<file path="src/rtl/top_pkg.sv">
// Shared definitions for the burst word-store block: sizes, FSM states and memory reset pattern.
package top_pkg;

    localparam int ADDR_W = 4;
    localparam int LEN_W  = 4;
    localparam int DATA_W = 32;
    localparam int DEPTH  = 16;

    localparam logic [DATA_W-1:0] MEM_RST_BASE = 32'hA000_0000;

    typedef enum logic [1:0] {
        IDLE  = 2'd0,
        READ  = 2'd1,
        WRITE = 2'd2
    } state_t;

    // Reset contents of word idx: base pattern tagged with its own address.
    function automatic logic [DATA_W-1:0] mem_rst_val(input logic [ADDR_W-1:0] idx);
        return MEM_RST_BASE + {{(DATA_W-ADDR_W){1'b0}}, idx};
    endfunction

endpackage

</file>
<file path="src/rtl/top_mem.sv">
// 16 x 32-bit word store: one synchronous write port, one registered read port.
module top_mem
    import top_pkg::*;
(
    input  logic              clock,
    input  logic              rst_n,
    input  logic              we,
    input  logic [ADDR_W-1:0] waddr,
    input  logic [DATA_W-1:0] wdata,
    input  logic              re,
    input  logic [ADDR_W-1:0] raddr,
    output logic [DATA_W-1:0] rdata
);

    logic [DATA_W-1:0] mem [DEPTH];

    // Every word is reloaded on reset, so an aborted burst leaves no trace.
    always_ff @(posedge clock or negedge rst_n) begin
        if (!rst_n) begin
            for (int i = 0; i < DEPTH; i++) begin
                mem[i] <= mem_rst_val(ADDR_W'(i));
            end
            rdata <= '0;
        end else begin
            if (we) begin
                mem[waddr] <= wdata;
            end
            if (re) begin
                rdata <= mem[raddr];
            end
        end
    end

endmodule

</file>
<file path="src/rtl/top.sv">
// Burst read/write controller: command accept, pointer/beat counter FSM around top_mem.
module top
    import top_pkg::*;
(
    input  logic              clock,
    input  logic              reset,
    input  logic              io_top_wr,
    input  logic              io_top_rd,
    input  logic [ADDR_W-1:0] io_top_address,
    input  logic [LEN_W-1:0]  io_top_length,
    input  logic [DATA_W-1:0] io_top_wdata,
    input  logic              io_top_ready,
    input  logic              io_top_rddatavalid,
    output logic [DATA_W-1:0] io_top_rdata
);

    // Assert asynchronously, release on a clock edge so no register sees a runt release.
    logic [1:0] rst_sync;
    logic       rst_n;

    always_ff @(posedge clock or negedge reset) begin
        if (!reset) begin
            rst_sync <= '0;
        end else begin
            rst_sync <= {rst_sync[0], 1'b1};
        end
    end

    assign rst_n = rst_sync[1];

    state_t            state, state_d;
    logic [ADDR_W-1:0] ptr, ptr_d;
    logic [LEN_W-1:0]  cnt, cnt_d;
    logic              mem_we, mem_re;
    logic [LEN_W-1:0]  len_beats;

    // A zero length still moves one word.
    assign len_beats = (io_top_length == '0) ? LEN_W'(1) : io_top_length;

    always_ff @(posedge clock or negedge rst_n) begin
        if (!rst_n) begin
            state <= IDLE;
            ptr   <= '0;
            cnt   <= '0;
        end else begin
            state <= state_d;
            ptr   <= ptr_d;
            cnt   <= cnt_d;
        end
    end

    always_comb begin
        state_d = state;
        ptr_d   = ptr;
        cnt_d   = cnt;
        mem_we  = 1'b0;
        mem_re  = 1'b0;
        unique case (state)
            IDLE: begin
                // Write wins when both requests arrive together.
                if ((io_top_rd || io_top_wr) && io_top_ready) begin
                    ptr_d   = io_top_address;
                    cnt_d   = len_beats;
                    state_d = io_top_wr ? WRITE : READ;
                end
            end
            READ: begin
                if (io_top_rddatavalid) begin
                    mem_re = 1'b1;
                    ptr_d  = ptr + ADDR_W'(1);
                    cnt_d  = cnt - LEN_W'(1);
                    if (cnt == LEN_W'(1)) begin
                        state_d = IDLE;
                    end
                end
            end
            WRITE: begin
                if (io_top_ready) begin
                    mem_we = 1'b1;
                    ptr_d  = ptr + ADDR_W'(1);
                    cnt_d  = cnt - LEN_W'(1);
                    if (cnt == LEN_W'(1)) begin
                        state_d = IDLE;
                    end
                end
            end
            default: begin
                state_d = IDLE;
            end
        endcase
    end

    top_mem u_mem (
        .clock (clock),
        .rst_n (rst_n),
        .we    (mem_we),
        .waddr (ptr),
        .wdata (io_top_wdata),
        .re    (mem_re),
        .raddr (ptr),
        .rdata (io_top_rdata)
    );

endmodule

</file>
<file path="config.mk">
export PLATFORM = sky130hd
export DESIGN_NAME = top
export DESIGN_NICKNAME = d
export VERILOG_FILES = /design/src/rtl/top_pkg.sv /design/src/rtl/top_mem.sv /design/src/rtl/top.sv
export SDC_FILE = /design/constraint.sdc
export NUM_CORES = 1
export LEC_CHECK = 0
export CELL_PAD_IN_SITES_DETAIL_PLACEMENT = 0
export CELL_PAD_IN_SITES_GLOBAL_PLACEMENT = 1
export CORE_MARGIN = 8
export CORE_UTILIZATION = 49
export CTS_CLUSTER_DIAMETER = 30
export DETAILED_ROUTE_END_ITERATION = 8
export DONT_BUFFER_PORTS = 1
export PLACE_DENSITY = 0.71
export SLEW_MARGIN = 20
export SYNTH_ARGS = -nofsm -noshare
export SYNTH_HDL_FRONTEND = slang
export SYNTH_HIERARCHICAL = 1
export SYNTH_SLANG_ARGS = --single-unit
</file>
<file path="constraint.sdc">
create_clock -name clock -period 15.5 [get_ports clock]
set_input_delay 2.325 -clock clock [delete_from_list [all_inputs] [get_ports clock]]
set_output_delay 2.325 -clock clock [all_outputs]
set_load 0.02 [all_outputs]
</file>
Word-level counts from Yosys, hierarchy flattened --
Cells that the tools add are included.
Storage, ports and cells: input port bits 46, output and inout bits 32, logic and storage cells 65, register bits 556
Cells by class: reductions and logical operators 8, add/sub/neg operators 2, $lt $le $gt $ge 2, eq/ne operators 6, muxes and demuxes 25, bitwise gates (word level) 1
Operators by type and width (count):
- 512-bit bitwise mux | 1
- 32-bit binary-select mux with 4-bit select | 1
- 32-bit demux with 4-bit select | 1
- 32-bit two-way mux | 3
- 4-bit two-way mux | 7
- 4-bit one-hot mux with 3 select lines | 2
- 2-bit two-way mux | 5
- 2-bit != test, second input constant | 3
- 2-bit one-hot mux with 3 select lines | 1
- 5-bit greater-or-equal comparator, second input constant | 1
- 5-bit by 1-bit less-than comparator with 1-bit output, second input constant | 1
- 4-bit NOT with 5-bit output | 1
- 4-bit by 1-bit adder with 4-bit output, second input constant | 1
- 4-bit by 1-bit equality test with 1-bit output, second input constant | 1
- 4-bit logical NOT | 1
- 1-bit two-way mux | 4
- 4-bit AND reduction | 1
- 4-bit by 1-bit subtractor with 4-bit output, second input constant | 1
- 3-bit AND reduction | 1
- 3-bit nonzero test | 1
- 2-bit by 1-bit equality test with 1-bit output, second input constant | 1
- 2-bit equality test, second input constant | 1
- 1-bit logical AND | 2
- 2-bit logical NOT | 1
- 1-bit logical OR | 1

Longest topological paths before layout --
depth in word-level cells 6, mapped depth 8, depth with buffers taken out 6

Hierarchy --
Netlist, hierarchy kept.
By module, submodules not included:
- top_mem | seq. area each 13693.1 µm², times used 1, cells each 1474, area an instance 24043.1 µm²
- top | seq. area each 300.3 µm², times used 1, cells each 79, area an instance 792.0 µm²

Worst setup path after synthesis --
OpenSTA, ideal clock, no wires.
path kind in2reg, start point input io_top_ready, end point register u_mem/mem[386] in the netlist's numbering, stages on the path 6, buffers on the path 2, library setup time 0.125 ns, arrival 3.605 ns, path slack 11.770 ns, required time 15.375 ns, cells stage by stage and2_1 > nor3b_2 > and3_1 > clkbuf_1 > buf_2 > mux2_2
Between the ends: longest elaborated chain between the ends 2
RTL lines:
- from (decl) | RTL line top.sv:12 | input logic io_top_ready,
- 1-bit two-way mux | RTL line top.sv:78 | if (io_top_ready) begin
- 1-bit two-way mux | RTL line top.sv:58 | unique case (state)
- to (signal, indexed assignment) | RTL line top_mem.sv:21 | mem[i] <= mem_rst_val(ADDR_W'(i));
- to (signal, indexed assignment) | RTL line top_mem.sv:26 | mem[waddr] <= wdata;
- to (decl) | RTL line top_mem.sv:15 | logic [DATA_W-1:0] mem [DEPTH];
Every way passes these cells. A chain may end at the register's enable or synchronous reset.

Worst setup path after layout --
start point register ptr[2], end point register u_mem/mem[8] in the netlist's numbering
Between the ends: longest elaborated chain between the ends 6, elaborated cells between the ends (all ways) 7, classes of those cells order compare (2); mux (3); bitwise (1); reduce/logical (1)
RTL lines:
- from (decl) | RTL line top.sv:32 | logic [ADDR_W-1:0] ptr, ptr_d;
- from (signal assigned) | RTL line top.sv:47 | ptr <= ptr_d;
- 4-bit NOT with 5-bit output (implied by the code) * | RTL line top_mem.sv:26
- 5-bit greater-or-equal comparator (implied by the code) or 5-bit by 1-bit less-than comparator with 1-bit output (tied branches) | RTL line top_mem.sv:26
- 1-bit logical AND (implied by the code) | RTL line top_mem.sv:26
- 32-bit two-way mux (implied by the code) | RTL line top_mem.sv:26
- 32-bit demux with 4-bit select * | RTL line top_mem.sv:26
- 512-bit bitwise mux * | RTL line top_mem.sv:26
Every way passes the cells marked *; elsewhere a longest branch is shown, timed or not.

==> flow_summary.ini <==
[worst_setup_path]
cpLargestDelayFamily = buffers and inverters
crit_chain = buf_4, nand3_1, nor2_4, buf_4, mux2_2
critPathKind = flop to flop
timing.rr.end = u_mem/mem[8]
crit_path_frequent_cell = buf_4
crit_path_end_kind = flop
cp-startpoint = ptr[2]
slowest_delay_ns = 0.93
critPathSlowestCell = dfrtp_4
reg2reg_depth = 5
critPathLaunchType = flop
critPathRequiredTime_ns = 16.06
cp_num_buf_inv = 2
worst-path-max-fanout = 49
arrival_ns = 4.40
rr_startpoint = ptr[2]
reg2reg_slack_ns = 11.66

[cts]
cts_sinks = 556
htreeDepth = 4
hold_buffers = 0
clock_latency_ns = 0.70
post_cts_buffers = 0
cts-root-buf = clkbuf_16
cts_max_path_buffers = 3
cts_buffers = 132
path_clk_slew_ns = 0.04
ctsResizeCount = 0
tritoncts = built

[yosys]
synth-edff-count = 0
synth_top_family_by_area = multiplexers
synth_xor_xnor_area_share = 0
synth_mux_area_frac = 0.3635
syn_area_sq_um = 24840
avgSynthCellArea_sq_um = 15.99
netlist_instances = 1553
synth_compound_area_frac = 0.02277
async_flop_share = 1.000
ys_types = 41
synthesis.nets = 1606
synth_warnings = 6
synth-simple-area-share = 0.01940
synth_fa_ha_area_frac = 0.003527
synth_seq_area_share = 0.5635
ys_ff_latch = 556
ys.flop_type = dfrtp_1

[timing]
setup_tns_ns = 0
fin_worst_skew_ns = 0.02843
maxSlewViolCount = 0
rsz0062_at_grt = no
setup_ws_ns = 11.66
period_share = 0.2479
holdWs_ns = 0.2300
worstMarginPinSlew_ns = 1.152
setup_viol = 0
finalHoldViolations = 0
min_period_ns = 3.843
fmax_mhz = 260.2
max_slew_margin = 0.2320

[power]
totalPowerFinal_mw = 6.964
power_per_cell_area_nw_per_um2 = 231.4
ir_drop_uv = 139.4
p_leak_nw = 13.76

[detailed_routing]
ant_nets = 0
totalWireLength_um = 58180
firstDrtPassIters = 5
vias_per_cell = 5.829
drc = 0
drtIter0Drc = 811
wl_per_cell_um = 24.65
vias = 13760

[global_route]
grt_max_degree = 168
grt_pass1_vias = 15330
antenna_found_initial = 0
grt_pass1_wl_um = 92030
grt_overflow = 0
track_usage = 0.2100

[die]
die_y_um = 241.1
ioPinCount = 78
initial_core_util = 0.4960
core_sq_um = 50070
dieWidth_um = 241.1
num_rows = 82
die-area_sq_um = 58140

[placement]
dp_hpwl_um = 31720
io_buffers = 0
pre_cts_ws_ns = 10.96
gp_congestion = 0.7161
placed_cells = 2115

[finish]
final_cells = 2360
mostFrequentLayoutCell = mux2_2
syn_to_final_growth_pct = 21.18
fillers = 3804
final_cell_mix = 502 x mux2_2, 488 x dfrtp_1, 137 x clkbuf_16, 128 x mux4_2, 64 x dfstp_2
layout-drive-gt1-share = 0.5794
antenna_cells = 0
nets = 1630

[hold_path]
hold_path.class = flop to async pin

[outcome]
status = finished clean

[flow_run]
drv_cap = 0
[through the flow]
| step | utilization | cell area, sq um |
|---|---|---|
| final | 0.6011 | 30090 |
| after global routing | 0.6011 | 30090 |
| after CTS | 0.6010 | 30090 |
| after detailed placement | 0.5062 | 25350 |
| after global placement | 0.5062 | 25350 |
| after floorplan | - | 24840 |
[Yosys cell counts, types with 2 or more instances]
library cell / n / area share
a21oi_1: 2 / 0.00040
a21oi_2: 2 / 0.00071
a221oi_1: 32 / 0.011
and2_1: 3 / 0.00076
buf_1: 3 / 0.00045
buf_2: 68 / 0.014
buf_4: 7 / 0.0021
buf_6: 3 / 0.0014
clkbuf_1: 57 / 0.0086
dfrtp_1: 492 / 0.50
dfstp_2: 64 / 0.068
ha_1: 7 / 0.0035
inv_1: 6 / 0.00091
mux2_1: 10 / 0.0045
mux2_2: 502 / 0.23
mux2i_1: 38 / 0.015
mux4_2: 128 / 0.12
nand2_1: 5 / 0.00076
nand2b_1: 8 / 0.0020
nand3_1: 7 / 0.0014
nand3b_1: 10 / 0.0030
nor2_1: 45 / 0.0068
nor3b_1: 2 / 0.00060
o21ai_0: 2 / 0.00040
o22ai_1: 32 / 0.0081
o311ai_0: 2 / 0.00071
or3_1: 2 / 0.00050
[cells by family (layout without fill, tap and decap cells)]
family,Yosys count,in the layout
mux,678,678
other cells,1,1
simple gates,92,92
flops,556,556
compound gates,75,75
buf+inv,144,279
fa+ha+maj,7,7
[how the worst max path moves through the flow]
| stage | endpoint | slack [ns] | cells past startpoint |
|---|---|---|---|
| 2_1_floorplan | cnt[0] | 6.51 | 0 |
| 3_3_place_gp | u_mem/rdata[15] | 11.02 | 3 |
| 3_5_place_dp | u_mem/rdata[11] | 10.96 | 3 |
| 4_1_cts | u_mem/mem[8] | 11.54 | 5 |
| 5_1_grt | u_mem/mem[8] | 11.38 | 5 |
| 6_report | u_mem/mem[8] | 11.66 | 5 |
[final cells by class]
| class | count | area (sq um) | area share |
|---|---|---|---|
| Multi-Input combinational cell | 853 | 10250 | 0.3407 |
| Tap cell | 672 | 840.8 | 0.02794 |
| Inverter | 6 | 22.52 | 0.0007484 |
| Clock buffer | 177 | 3809 | 0.1266 |
| Clock inverter | 68 | 934.6 | 0.03106 |
| Timing Repair Buffer | 28 | 226.5 | 0.007525 |
| Sequential cell | 556 | 14010 | 0.4655 |
[routing by layer]
layer | part of all wire | wire length (um) | GRT usage | vias to the layer above
met4 | 0.023 | 1317 | 0.07948 | 0
met2 | 0.49 | 28380 | 0.3348 | 288
met3 | 0.055 | 3229 | 0.05823 | 87
met1 | 0.43 | 25250 | 0.2736 | 7441
met5 | 0 | 0 | 0 | -
li1 | - | - | - | 5941
[registers in the layout, indices dropped and copies added (netlist names)]
| register | count |
|---|---|
| rst_sync | 2 |
| u_mem/mem | 512 |
| u_mem/rdata | 32 |
| state | 2 |
| cnt | 4 |
| ptr | 4 |
[power by group]
group	switching (mW)	internal [mW]	total (mW)	leakage, nW
combinational	0.621	0.938	1.56	4.25
clock	0.841	2.04	2.89	2.34
sequential	0.447	2.07	2.52	7.17
Power figures use the tool's default switching activity.
